### src/rtl/uart_pkg.sv
`default_nettype none
// ============================================================================
// Module      : uart_pkg
// Description : Shared types and helpers for the UART transmit-side blocks.
// Revision    : 1.0 - initial release
// ============================================================================
package uart_pkg;

    localparam int DEFAULT_PAYLOAD_BITS = 8;

    typedef enum logic [1:0] {
        ST_IDLE      = 2'd0,
        ST_TRIG      = 2'd1,
        ST_WAIT_BUSY = 2'd2,
        ST_WAIT_DONE = 2'd3
    } arb_state_t;

    // Width needed to hold 0..n-1; never narrower than one bit.
    function automatic int cnt_width(input int n);
        return (n < 2) ? 1 : $clog2(n);
    endfunction

endpackage
`default_nettype wire

### src/rtl/uart_tx_arbiter_rr_pick.sv
`default_nettype none
// ============================================================================
// Module      : rr_pick
// Description : Combinational round-robin pick: first set request at or after
//               the pointer, searching cyclically.
// Revision    : 1.0 - initial release
// ============================================================================
module rr_pick
    import uart_pkg::*;
#(
    parameter int NUM_REQ = 4,
    parameter int IDX_W   = cnt_width(NUM_REQ)
) (
    input  logic [NUM_REQ-1:0] i_req,
    input  logic [IDX_W-1:0]   i_ptr,
    output logic [NUM_REQ-1:0] o_grant,
    output logic [IDX_W-1:0]   o_idx,
    output logic               o_valid
);

    logic [IDX_W:0]   w_sum;
    logic [IDX_W-1:0] w_pos;

    always_comb begin
        o_grant = '0;
        o_idx   = '0;
        o_valid = 1'b0;
        w_sum   = '0;
        w_pos   = '0;
        for (int i = 0; i < NUM_REQ; i++) begin
            w_sum = {1'b0, i_ptr} + (IDX_W+1)'(i);
            w_pos = (w_sum >= (IDX_W+1)'(NUM_REQ)) ?
                    IDX_W'(w_sum - (IDX_W+1)'(NUM_REQ)) : IDX_W'(w_sum);
            if (!o_valid && i_req[w_pos]) begin
                o_valid        = 1'b1;
                o_idx          = w_pos;
                o_grant[w_pos] = 1'b1;
            end
        end
    end

endmodule
`default_nettype wire

### src/rtl/uart_tx_arbiter.sv
`default_nettype none
// ============================================================================
// Module      : uart_tx_arbiter
// Description : Round-robin sharing of one uart_tx among NUM_REQ producers.
// Revision    : 1.0 - initial release
// ============================================================================
module uart_tx_arbiter
    import uart_pkg::*;
#(
    parameter int NUM_REQ      = 4,
    parameter int PAYLOAD_BITS = DEFAULT_PAYLOAD_BITS,
    parameter int BUSY_TIMEOUT = 16
) (
    input  logic                            clk,
    input  logic                            reset,
    input  logic [NUM_REQ-1:0]              i_req,
    input  logic [NUM_REQ*PAYLOAD_BITS-1:0] i_req_data,
    output logic [NUM_REQ-1:0]              o_grant,
    output logic [NUM_REQ-1:0]              o_done,
    output logic [NUM_REQ-1:0]              o_err,
    output logic                            o_busy,
    output logic                            o_tx_trig,
    output logic [PAYLOAD_BITS-1:0]         o_tx_data,
    input  logic                            i_tx_busy,
    input  logic                            i_tx_done
);

    localparam int               c_idx_w    = cnt_width(NUM_REQ);
    localparam int               c_cnt_w    = cnt_width(BUSY_TIMEOUT);
    localparam logic [c_cnt_w-1:0] c_cnt_last = c_cnt_w'(BUSY_TIMEOUT - 1);
    localparam logic [c_idx_w-1:0] c_id_last  = c_idx_w'(NUM_REQ - 1);

    arb_state_t                r_state, w_state_next;
    logic [c_idx_w-1:0]        r_cur_id, w_cur_id_next;
    logic [c_idx_w-1:0]        r_rr_ptr, w_rr_ptr_next;
    logic [c_cnt_w-1:0]        r_cnt, w_cnt_next;
    logic [PAYLOAD_BITS-1:0]   r_data, w_data_next;
    logic [NUM_REQ-1:0]        r_done, w_done_next;
    logic [NUM_REQ-1:0]        r_err, w_err_next;
    logic                      r_cool, w_cool_next;

    logic [NUM_REQ-1:0]        w_pick_grant;
    logic [c_idx_w-1:0]        w_pick_idx;
    logic                      w_pick_valid;
    logic [PAYLOAD_BITS-1:0]   w_slice [NUM_REQ];

    for (genvar g = 0; g < NUM_REQ; g++) begin : g_slice
        assign w_slice[g] = i_req_data[g*PAYLOAD_BITS +: PAYLOAD_BITS];
    end

    rr_pick #(
        .NUM_REQ (NUM_REQ),
        .IDX_W   (c_idx_w)
    ) u_pick (
        .i_req   (i_req),
        .i_ptr   (r_rr_ptr),
        .o_grant (w_pick_grant),
        .o_idx   (w_pick_idx),
        .o_valid (w_pick_valid)
    );

    always_ff @(posedge clk or posedge reset) begin
        if (reset) begin
            r_state  <= ST_IDLE;
            r_cur_id <= '0;
            r_rr_ptr <= '0;
            r_cnt    <= '0;
            r_data   <= '0;
            r_done   <= '0;
            r_err    <= '0;
            r_cool   <= 1'b0;
        end else begin
            r_state  <= w_state_next;
            r_cur_id <= w_cur_id_next;
            r_rr_ptr <= w_rr_ptr_next;
            r_cnt    <= w_cnt_next;
            r_data   <= w_data_next;
            r_done   <= w_done_next;
            r_err    <= w_err_next;
            r_cool   <= w_cool_next;
        end
    end

    // r_cool marks the completion-pulse cycle: no new grant until the next one.
    always_comb begin
        w_state_next  = r_state;
        w_cur_id_next = r_cur_id;
        w_rr_ptr_next = r_rr_ptr;
        w_cnt_next    = r_cnt;
        w_data_next   = r_data;
        w_done_next   = '0;
        w_err_next    = '0;
        w_cool_next   = 1'b0;
        o_grant       = '0;
        o_tx_trig     = 1'b0;

        case (r_state)
            ST_IDLE: begin
                if (w_pick_valid && !r_cool && !reset) begin
                    o_grant       = w_pick_grant;
                    w_cur_id_next = w_pick_idx;
                    w_data_next   = w_slice[w_pick_idx];
                    w_state_next  = ST_TRIG;
                end
            end
            ST_TRIG: begin
                o_tx_trig    = 1'b1;
                w_cnt_next   = '0;
                w_state_next = ST_WAIT_BUSY;
            end
            ST_WAIT_BUSY: begin
                if (i_tx_done) begin
                    w_done_next[r_cur_id] = 1'b1;
                    w_state_next          = ST_IDLE;
                end else if (i_tx_busy) begin
                    w_state_next = ST_WAIT_DONE;
                end else if (r_cnt == c_cnt_last) begin
                    w_err_next[r_cur_id] = 1'b1;
                    w_state_next         = ST_IDLE;
                end else begin
                    w_cnt_next = r_cnt + c_cnt_w'(1);
                end
            end
            ST_WAIT_DONE: begin
                if (i_tx_done) begin
                    w_done_next[r_cur_id] = 1'b1;
                    w_state_next          = ST_IDLE;
                end
            end
            default: begin
                w_state_next = ST_IDLE;
            end
        endcase

        if ((r_state != ST_IDLE) && (w_state_next == ST_IDLE)) begin
            w_cool_next   = 1'b1;
            w_rr_ptr_next = (r_cur_id == c_id_last) ? '0 : r_cur_id + c_idx_w'(1);
        end
    end

    assign o_busy    = (r_state != ST_IDLE) || (|o_grant);
    assign o_tx_data = r_data;
    assign o_done    = r_done;
    assign o_err     = r_err;

endmodule
`default_nettype wire

### config.mk
export PLATFORM = sky130hd
export DESIGN_NAME = uart_tx_arbiter
export DESIGN_NICKNAME = d
export VERILOG_FILES = /design/src/rtl/uart_pkg.sv /design/src/rtl/uart_tx_arbiter_rr_pick.sv /design/src/rtl/uart_tx_arbiter.sv
export SDC_FILE = /design/constraint.sdc
export NUM_CORES = 1
export LEC_CHECK = 0
export ABC_AREA = 1
export CAP_MARGIN = 40
export CORE_ASPECT_RATIO = 1.5
export CORE_MARGIN = 3
export CORE_UTILIZATION = 50
export DETAILED_ROUTE_END_ITERATION = 6
export PLACE_DENSITY = 0.93
export SLEW_MARGIN = 20
export SYNTH_ARGS = -nofsm -noshare
export SYNTH_HDL_FRONTEND = slang
export SYNTH_HIERARCHICAL = 1
export SYNTH_SLANG_ARGS = --single-unit
### constraint.sdc
create_clock -name clk -period 7.4 [get_ports clk]
set_input_delay 1.11 -clock clk [delete_from_list [all_inputs] [get_ports clk]]
set_output_delay 1.11 -clock clk [all_outputs]
set_load 0.01 [all_outputs]
==> flow_summary.ini <==
[floorplanning]
dieWidth_um = 57.1
dieHeight_um = 82.6
dieArea_sq_mm = 0.00472
core-area_sq_mm = 0.00372
initial_core_util_pct = 52.7
ios = 62
rows = 27

[setup_path]
start_kind = input pin
crit_buf_inv = 5
r2r_start = r_rr_ptr[0]
arrival_ps = 3520
reg2regPathDepth = 15
criticalPathCategory = input pin to output pin
crit_path_end_kind = output pin
slowest_delay_ps = 530
reg2reg_slack_ps = 4030
crit_fanout = 18
critPathTopFamily = buffers and inverters
cp_slowest_cell = clkdlybuf4s50_1
cp_cell_sequence = clkdlybuf4s50_1 > inv_1 > nand2_1 > nand3_2 > nand2_4 > nor2_4 > nand4_1 > inv_1 > nor2_1 > nand3_4 > inv_2 > o31ai_1 > nand2_1 > clkdlybuf4s50_1
crit_required_ps = 6290
r2r_end = o_tx_data[4]

[route]
via_per_inst = 5.27
wl_um = 4930
antenna_left = 0
drt_iter0_markers = 132
routedWlPerCell_um = 13.2
drc = 0
vias = 1970
drtPass1Iterations = 4

[cts]
cts_hold_buffers = 0
cts_buffer_depth = 2
clk_pin_slew_ps = 90
cts_tree = yes
numCtsBuffers = 3
cts_root_buf = clkbuf_8
cts_resized = 0
cts_setup_buffers = 0
clkLatencyLatePin_ps = 270
clock-sinks = 27
htreeDepth = 1

[placed_design]
hpwl_um = 3870
dpl-instance-area_sq_mm = 0.00257
gp_congestion = 0.889
dp.cells = 370
io_buffers = 61

[flow_run]
drv_cap = 0

[sta]
max_freq_mhz = 216
tightest_slew_ps = 674
tns_ps = 0
maxSlewViolCount = 0
grt_setup_unrepaired = false
fin_crit_sh_pct = 62.5
period_needed_ps = 4630
hold_viol = 0
relSlewSlack_pct = 54.9
setup_viol = 0
fin_skew_ps = 3.83

[synthesis]
netlist_top_cells_area = dfrtp_1 35%, nand2_1 12%, nor2_1 8.8%, ha_1 6.4%, nand3_1 4.9%
synthesis.area_sq_mm = 0.00196
synth-seq-area-share_pct = 34.5
synth_top_cell_by_area = dfrtp_1
synth_edf_count = 0
async_flop_share_pct = 100
yosys.area.top_type_share_pct = 34.5
yosysUniqueCellTypes = 28
ys_warn_count = 6
syn_avg_cell_area_sq_um = 7.23
synth_common_cells = 60 x nand2_1, 46 x nor2_1, 27 x dfrtp_1
synth_nets = 321
synthCells = 271
synth.most_common_cell = nand2_1
postSynthRegisterBits = 27
synth_ff_type = dfrtp_1

[layout]
finalInstanceArea_sq_mm = 0.00262
diodes = 0
stdcell_count = 374
drive_above_1_share_pct = 9.67
finish.utilization_pct = 70.4
nets = 382
syn_to_final_growth_pct = 33.7
nFillCells = 300

[status]
outcome = complete, no violations

[pwr]
finalPower_mw = 1.11
power_density_mw_per_mm2 = 422
power_leakage_nw = 1.26
peakVddDrop_mv = 0.398

[global_route]
track_usage_pct = 20.9
grt_pass1_wl_um = 7900
grt_antenna_before_repair = 0
grt_pass1_vias = 1842
grt_max_degree = 29
grt-ovfl-total = 0

[min_path]
whs_path_depth = 2
hp-class = flip-flop to flip-flop
hp-start = o_tx_data[7]
holdPathEnd = o_tx_data[7]
==> worst max path at each step <==
stage               startpoint  endpoint  slack, ps  cells after the start
floorplan             i_req[3]    o_busy       3890                     13
detailed placement    i_req[1]    o_busy       2790                     14
CTS                   i_req[1]    o_busy       2780                     14
global placement      i_req[1]    o_busy       2900                     14
finish                i_req[1]    o_busy       2770                     14
global route          i_req[1]    o_busy       2610                     14
==> worst reg2reg max path, cell delays in order, from the launching register on <==
cell	delay (ps)
dfrtp_1	580
inv_2	190
ha_1	400
inv_1	110
nand3_1	100
nand2_1	60
nor2_1	320
a21oi_1	160
nand3_1	550
inv_2	280
nor2_1	150
nor2_1	40
o21ai_0	80
nand2_1	120
nand2_1	90
nand2_1	60
==> registers in the layout (all words and copies together) (netlist names) <==
signal and cells:
o_done 4, o_err 4, o_tx_data 8, r_cnt 4, r_cool 1, r_cur_id 2, r_rr_ptr 2, r_state 2
==> layout make-up <==
| type | count | area [sq um] | share of cell area, % |
|---|---|---|---|
| inverters | 32 | 120 | 4.59 |
| multi-input cells | 206 | 1100 | 42.2 |
| flip-flops and latches | 27 | 676 | 25.8 |
| repair buffers | 62 | 618 | 23.6 |
| clock buffers | 4 | 45.0 | 1.72 |
| well taps | 43 | 53.8 | 2.06 |
==> through the flow <==
stage	hold slack (ps)	worst slack [ps]
CTS	500	2780
finish	498	2770
global route	529	2610
global placement	461	2900
detailed placement	474	2790
floorplan	473	3890
==> power by group <==
group | switching [mW] | internal, mW
registers | 0.0495 | 0.195
clock network | 0.0432 | 0.0385
logic | 0.498 | 0.281
==> per-layer routing <==
| metal | vias to the layer above | share of wire (%) | track usage [%] |
|---|---|---|---|
| met2 | 49 | 56 | 41.9 |
| met4 | 0 | 1.7 | 7.89 |
| met1 | 919 | 39 | 22.8 |
| li1 | 993 | - | - |
| met5 | - | 0 | 0 |
| met3 | 9 | 3.3 | 0.622 |
==> kinds of logic (layout without fill, tap and decap cells) <==
group                      after synthesis  in the layout  synth area share [%]
buffers and inverters                   38             98                  9.07
xor gates and xnor gates                 2              2                 0.895
and+or+nand+nor                        160            160                  39.8
DFF                                     27             27                  34.5
adders and majority gates               10             10                  6.39
AOI/OAI and AO/OA                       34             34                  9.33
==> layout by cell type, fill, tap and decap left out <==
master | synthesis | final
ha_1 | 10 | 10
nor4_1 | 1 | 1
nand2_1 | 60 | 60
nand4_2 | 1 | 1
nor2_4 | 1 | 1
o21ai_1 | 8 | 8
nand2_2 | 9 | 9
xor2_1 | 1 | 1
nor2_1 | 46 | 46
nand4_1 | 10 | 10
clkbuf_8 | 0 | 3
o31ai_1 | 1 | 1
a21boi_0 | 4 | 4
nand2_4 | 1 | 1
nand3_4 | 3 | 3
clkdlybuf4s50_1 | 0 | 61
inv_2 | 7 | 7
xnor2_1 | 1 | 1
nor2_8 | 1 | 1
dfrtp_1 | 27 | 27
nor2_2 | 3 | 3
nor3_1 | 3 | 3
o21ai_0 | 14 | 14
nand3_1 | 19 | 19
a21oi_1 | 7 | 7
clkbuf_1 | 0 | 1
buf_4 | 1 | 1
nand3_2 | 2 | 2
inv_1 | 25 | 25
No activity file was read; power rests on OpenSTA's default activity.
